## src/rtl/vchk_delay_line.sv

```systemverilog
// vchk_delay_line: LATENCY-deep shift line carrying {valid, expected}
// alongside the DUT pipeline. Only the valid bits are reset; the payload
// is don't-care whenever its valid bit is low.
module vchk_delay_line #(
  parameter int W       = 64,
  parameter int LATENCY = 1
) (
  input  logic         clk,
  input  logic         reset,
  input  logic         push_valid_i,
  input  logic [W-1:0] push_data_i,
  output logic         pop_valid_o,
  output logic [W-1:0] pop_data_o
);

  logic [LATENCY-1:0] valid_q;
  logic [W-1:0]       data_q [LATENCY];

  // Shift the valid bits one stage per clock, flushing them on reset.
  always_ff @(posedge clk) begin
    if (reset) begin
      valid_q <= '0;
    end else begin
      valid_q[0] <= push_valid_i;
      for (int s = 1; s < LATENCY; s++) begin
        valid_q[s] <= valid_q[s-1];
      end
    end
  end

  // Shift the expected values in lockstep with their valid bits.
  always_ff @(posedge clk) begin
    data_q[0] <= push_data_i;
    for (int s = 1; s < LATENCY; s++) begin
      data_q[s] <= data_q[s-1];
    end
  end

  assign pop_valid_o = valid_q[LATENCY-1];
  assign pop_data_o  = data_q[LATENCY-1];

endmodule

```

## config.mk

```make
export PLATFORM = sky130hd
export DESIGN_NAME = vchk_delay_line
export DESIGN_NICKNAME = d
export VERILOG_FILES = /design/src/rtl/vchk_delay_line.sv
export SDC_FILE = /design/constraint.sdc
export NUM_CORES = 1
export LEC_CHECK = 0
export ABC_AREA = 1
export ABC_CLOCK_PERIOD_IN_PS = 950
export BUFFER_PORTS_ARGS = -buffer_cell sky130_fd_sc_hd__buf_2
export CELL_PAD_IN_SITES_DETAIL_PLACEMENT = 1
export CELL_PAD_IN_SITES_GLOBAL_PLACEMENT = 2
export CORE_MARGIN = 5
export CORE_UTILIZATION = 20
export CTS_CLUSTER_DIAMETER = 40
export DETAILED_ROUTE_END_ITERATION = 7
export PLACE_DENSITY = 0.75
export SLEW_MARGIN = 20
export SYNTH_ARGS = -nofsm -noshare
export SYNTH_HDL_FRONTEND = slang
export SYNTH_SLANG_ARGS = --single-unit
```

## constraint.sdc

```tcl
create_clock -name clk -period 0.95 [get_ports clk]
set_input_delay 0.19 -clock clk [delete_from_list [all_inputs] [get_ports clk]]
set_output_delay 0.19 -clock clk [all_outputs]
set_load 0.01 [all_outputs]
```

### Word level (Yosys, flattened, before mapping)

Memory sizes are Yosys's and may differ from the RTL's.
Cells that the tools add are included.

* memory bits (writable): 64
* memories kept: 1
* input bits: 67
* flip-flop bits (word level): 1
* output and inout bits: 65

Memories
* data_q: depth 1, bits a word 64, rd ports 1, clocked after memory_dff 0, write ports 1, line 17 `logic [W-1:0] data_q [LATENCY];`

### Logic depth before layout (Yosys ltp)

Gate-level depths: netlist of run 1.

* depth in word-level cells: 0
* mapped depth: 2

### Worst setup path after synthesis of run 1

No wires, ideal clock.

* kind: register to output
* start: memory data_q[0][0]
* end: output pop_data_o[0]
* setup slack: 0.429 ns
* stages on the path, launching flop included: 1
* buffers on the path: 0
* data arrival time: 0.331 ns
* data required time: 0.760 ns
* cells stage by stage: dfxtp_1

RTL lines
* from (decl): line 17
* to (decl): line 13 `output logic [W-1:0] pop_data_o`

==> flow_summary.ini, run 1 <==
[outcome]
outcome = finished with violations
failed_checks = negative setup slack

[clock_tree]
numCtsBuffers = 9
clk_path_buf_depth = 2
clk_pin_slew_ns = 0.07
cts_tree = built
cts.sinks = 65
cts_setup_buffers = 0
clock-root-buffer = clkbuf_8
htreeDepth = 3

[worst_setup_path]
crit_path_max_incr_delay_ns = 0.32
cp-end-kind = primary output
crit_type = register to primary output
arrival_ns = 0.79
crit_fanout = 1
crit_required_ns = 0.76
cp_slowest_cell = dfxtp_1
cp_num_buf_inv = 1
cp_cell_sequence = buf_2
start_kind = register
cp_top_family = flip-flops

[sta]
final.period_utilization_pct = 103.0
rsz0062_at_grt = yes
hold_violations = 0
fin_ws_ns = -0.02829
tightest_slew_ns = 0.1031
fin_crit_ns = 0.9783
finalMaxSlewViolations = 0
max_freq_mhz = 1022
relSlewSlack_pct = 93.13
final-setup-viol-count = 9

[floorplanning]
start_util_pct = 20.65
die_y_microns = 90.97
rows = 29
fp.dieArea_sq_um = 8276
die_w_microns = 90.97
coreArea_sq_um = 6350
io_pins = 132

[placed_design]
place.gp.congestion = 0.6467
dp_hpwl_microns = 3257
place_ws_ns = 0.3274
io_buffers = 131
placedCellCount = 275

[power]
switching_power_w = 0.001233
power_frac_seq_pct = 49.9
p_leak_nw = 1.509
cell_internal_pwr_w = 0.004661
clockPowerShare_pct = 38.9
comb_power_share_pct = 11.2
peakVddDrop_mv = 0.8469
p_per_area_nw_per_um2 = 1878
sw_frac_of_total_pct = 20.91

[global_route]
grt_max_degree = 11
grt_usage_pct = 13.15
grt.overflow.total = 0
antenna_found_initial = 0
grt_pass1_vias = 1548
grt_pass1_wl_microns = 8148

[cells_and_area]
drive_gt1_share_pct = 64.26
final_net_count = 340
n_antenna_cell = 0
layout_common_cells = buf_2 (99), dlygate4sd3_1 (64), dfxtp_1 (33), dfxtp_2 (32), buf_6 (32)
area_delta_synth_final_pct = 139.4
layout_commonest_cell = buf_2
instances_no_fill = 354

[synthesis]
yosys-top-cells-area = dfxtp_1 (99%), nor2_2 (0.48%), inv_1 (0.29%)
yosysUniqueCellTypes = 3
synth.avg_cell_area_sq_um = 19.57
yosysWarnings = 0
ys_seq_area_share_pct = 99.24
synth_area_sq_um = 1311
synth_seq_cells = 65
synth_top_area_cell = dfxtp_1
synth_cells = 67
netlist.area_leader.share_pct = 99.24
mappedNetlistNets = 134

[routing]
wirelength_microns = 5517
drc = 0
first_pass_iters = 2
via_per_inst = 3.720
vias = 1317
detail-route-antenna-nets = 0
drt_iter0_markers = 19
wl_per_cell_microns = 15.58

[hold_path]
holdPathStages = 2
min_from = reset
worstHoldPathType = input port to register
holdPathEnd = pop_valid_o$_SDFF_PP0_

[job]
cap_violations = 0
==> power groups by stage <==
stage	Sequential, W	Combinational (W)	Clock, W
6_report	0.00294	0.000660	0.00230
5_1_grt	0.00295	0.000704	0.00254
4_1_cts	0.00291	0.000588	0.00239
3_5_place_dp	0.00297	0.000367	0
3_3_place_gp	0.00296	0.000358	0
2_1_floorplan	0.00305	0.00000238	0
==> cell usage after synthesis <==
| cell | n |
|---|---|
| nor2_2 | 1 |
| dfxtp_1 | 65 |
| inv_1 | 1 |
==> sequential cells by signal (all words and copies together), names as in the netlist <==
name	count
data_q	64
pop_valid_o	1
==> layer usage <==
layer	wire length (microns)	vias to the layer above	GRT usage (%)
met5	0	-	0
li1	-	615	-
met2	3386	73	25.96
met1	1495	610	10.55
met4	205	0	5.868
met3	429	19	6.446
==> cells by family (layout without fill, tap and decap cells) <==
logic type    Yosys count  in the layout  synth area share, %
flops                  65             65                99.24
buf+inv                 1            211               0.2860
simple gates            1              1               0.4774
==> area by class of cell <==
class | count | area, sq um
Sequential cell | 65 | 1341
Timing Repair Buffer | 195 | 1496
Fill cell | 671 | 3211
Inverter | 1 | 3.754
Tap cell | 77 | 96.34
Multi-Input combinational cell | 1 | 6.256
Clock inverter | 3 | 40.04
Clock buffer | 12 | 155.1
==> how the worst max path moves through the flow <==
stage	startpoint	endpoint	slack (ns)	cells after the start
6_report	data_q[0][40]$_DFF_P_	pop_data_o[40]	-0.03	1
5_1_grt	data_q[0][36]$_DFF_P_	pop_data_o[36]	-0.08	1
4_1_cts	data_q[0][34]$_DFF_P_	pop_data_o[34]	-0.04	1
3_5_place_dp	data_q[0][8]$_DFF_P_	pop_data_o[8]	0.33	1
3_3_place_gp	data_q[0][39]$_DFF_P_	pop_data_o[39]	0.34	1
2_1_floorplan	data_q[0][0]$_DFF_P_	pop_data_o[0]	0.43	0
==> stage by stage <==
step | setup TNS [ns] | hold WS, ns | instance area (sq um) | utilization, % | power [W]
after floorplan | 0 | 0.2177 | 1311 | - | 0.003052
after global placement | 0 | 0.2921 | 2063 | 32.49 | 0.003317
after detailed placement | 0 | 0.2942 | 2063 | 32.49 | 0.003335
after CTS | -1.311 | 0.0007243 | 2937 | 46.25 | 0.005886
after global routing | -2.719 | 0.001609 | 3139 | 49.44 | 0.006199
final | -0.06212 | 0.01368 | 3139 | 49.44 | 0.005894
==> repair_timing <==
item	4_1_cts	5_1_grt
hold buffers	64	0
endpoints found under the hold margin	64	0
setup endpoints to repair	65	65
pin swaps	0	0
gates resized for setup	10	54
No activity file was read; power rests on OpenSTA's default activity.
==> inputs of run 2 (changes only) <==
--- a/config.mk
+++ b/config.mk
@@ -5,7 +5,6 @@
 export SDC_FILE = /design/constraint.sdc
 export NUM_CORES = 1
 export LEC_CHECK = 0
-export ABC_AREA = 1
 export ABC_CLOCK_PERIOD_IN_PS = 950
 export BUFFER_PORTS_ARGS = -buffer_cell sky130_fd_sc_hd__buf_2
 export CELL_PAD_IN_SITES_DETAIL_PLACEMENT = 1
==> flow_summary.ini, run 2 <==
[synthesis]
async_reset_ff_share_pct = 0
yosys-top-cells-area = dfxtp_1 (99%), nor2b_4 (1.0%)
ys_seq_area_share_pct = 98.95
yosysWarnings = 0
synth_commonest_cells = dfxtp_1 (65), nor2b_4 (1)
netlist.area_leader.share_pct = 98.95
synth.avg_cell_area_sq_um = 19.92
synth_area_sq_um = 1315
synth_seq_cells = 65
synth_cells = 66
synth_edf_count = 0
ys.flop_type = dfxtp_1
synth_top_area_cell = dfxtp_1
mappedNetlistNets = 133
yosysMostFrequentCell = dfxtp_1
yosysUniqueCellTypes = 2

[floorplanning]
coreArea_sq_um = 6386
start_util_pct = 20.59
die_y_microns = 91.09
io_pins = 132
fp.dieArea_sq_um = 8296
die_w_microns = 91.09
rows = 29

[global_route]
grt_util_met3_pct = 4.793
grt_max_degree = 11
grt_usage_pct = 12.60
met1_usage_pct = 10.58
grt_pass1_vias = 1540
grt.overflow.total = 0
grt.busiest_layer = met2
grt_pass1_wl_microns = 8004
antenna_found_initial = 0
gr-usage-met2_pct = 25.06

[power]
p_leak_nw = 1.513
peakVddDrop_mv = 0.8203
p_per_area_nw_per_um2 = 1831

[hold_path]
min_from = reset
holdPathEnd = pop_valid_o$_SDFF_PP0_
holdPathStages = 2
worstHoldPathType = input port to register

[sta]
tightest_slew_ns = 0.1006
relSlewSlack_pct = 93.30
max_freq_mhz = 1035
tns_ns = -0.03396
fin_hold_ws_ns = 0.03161
fin_crit_ns = 0.9665
final.period_utilization_pct = 101.7
finalMaxSlewViolations = 0
hold_violations = 0
rsz0062_at_grt = yes
fin_ws_ns = -0.01648
final-setup-viol-count = 3

[cells_and_area]
layout_commonest_cell = buf_2
area_delta_synth_final_pct = 139.9
regMostFlops = data_q
n_antenna_cell = 0
fin_util_pct = 49.39
final_net_count = 339
nFillCells = 685
largest_reg_flops = 64
instances_no_fill = 354
drive_gt1_share_pct = 64.98
layout_common_cells = buf_2 (97), dlygate4sd3_1 (64), buf_6 (34), dfxtp_2 (33), dfxtp_1 (32)

[routing]
drc = 0
wirelength_microns = 5191
drt_iter0_markers = 14
wl_per_cell_microns = 14.66
via_per_inst = 3.633
detail-route-antenna-nets = 0
first_pass_iters = 4
vias = 1286

[placed_design]
io_buffers = 131
dp_hpwl_microns = 3199
placedCellCount = 274
place_ws_ns = 0.2916
place.gp.congestion = 0.6399

[worst_setup_path]
cp_num_buf_inv = 1
start_kind = register
crit_path_max_incr_delay_ns = 0.32
crit_required_ns = 0.76
cp_cell_sequence = buf_2
crit_type = register to primary output
arrival_ns = 0.78
crit_fanout = 1
cp-end-kind = primary output
cp_top_family = flip-flops
cp_slowest_cell = dfxtp_1

[outcome]
failed_checks = negative setup slack
outcome = finished with violations

[clock_tree]
cts_tree = built
clock-root-buffer = clkbuf_8
cts.sinks = 65
htreeDepth = 3
clk_path_buf_depth = 2
numCtsBuffers = 9
clk_pin_slew_ns = 0.07

[job]
cap_violations = 0
## run 2: cell types whose count changed in the layout (fill, tap and decap cells not counted), sizes merged
cell,previous run,this run
nor2,1,0
bufinv,1,0
nor2b,0,1
inv,1,0
clkbuf,12,14
## run 2: cells by family (layout without fill, tap and decap cells)
family                 Yosys count  count (layout)  synth area share [%]
and+or+nand+nor                  1               1                 1.046
buffers and inverters            0             211                     0
DFF                             65              65                 98.95
## run 2: power by group
part | leakage (nW) | switching (W) | internal, W
combinational | 0.862 | 0.000216 | 0.000448
sequential | 0.549 | 0.0000534 | 0.00289
clock | 0.102 | 0.000943 | 0.00123
## run 2: how the worst max path moves through the flow
stage	startpoint	end	slack, ns	cells past startpoint
after floorplan	data_q[0][0]$_DFF_P_	pop_data_o[0]	0.43	0
after global placement	data_q[0][56]$_DFF_P_	pop_data_o[56]	0.29	1
after detailed placement	data_q[0][56]$_DFF_P_	pop_data_o[56]	0.29	1
after CTS	pop_valid_o$_SDFF_PP0_	pop_valid_o	-0.04	1
after global routing	data_q[0][56]$_DFF_P_	pop_data_o[56]	-0.05	1
final	data_q[0][48]$_DFF_P_	pop_data_o[48]	-0.02	1
## run 2: repair_timing
| action | in CTS | in global routing |
|---|---|---|
| endpoints found under the hold margin | 64 | 0 |
| hold buffers | 64 | 0 |
| endpoints found under the setup margin | 60 | 65 |
| buffers inserted | 0 | 0 |
| resized for setup | 13 | 54 |
## run 2: area by class of cell
cell class | instances | area, sq um | share of cell area [%]
multi-input cells | 1 | 13.76 | 0.4363
repair buffers | 195 | 1509 | 47.84
clock buffers | 14 | 182.7 | 5.791
clock inverters | 2 | 10.01 | 0.3173
flip-flops and latches | 65 | 1343 | 42.56
well taps | 77 | 96.34 | 3.054
## run 2: stage by stage
stage	instance area, sq um	power (W)
2_1_floorplan	1315	0.003054
6_report	3154	0.005774
5_1_grt	3154	0.006095
4_1_cts	2952	0.005768
3_5_place_dp	2067	0.003337
3_3_place_gp	2067	0.003321
## run 2: metal layers
metal | vias up | part of all wire (%)
li1 | 615 | -
met1 | 589 | 29
met2 | 73 | 59
met3 | 9 | 9.6
met4 | 0 | 2.1
met5 | - | 0
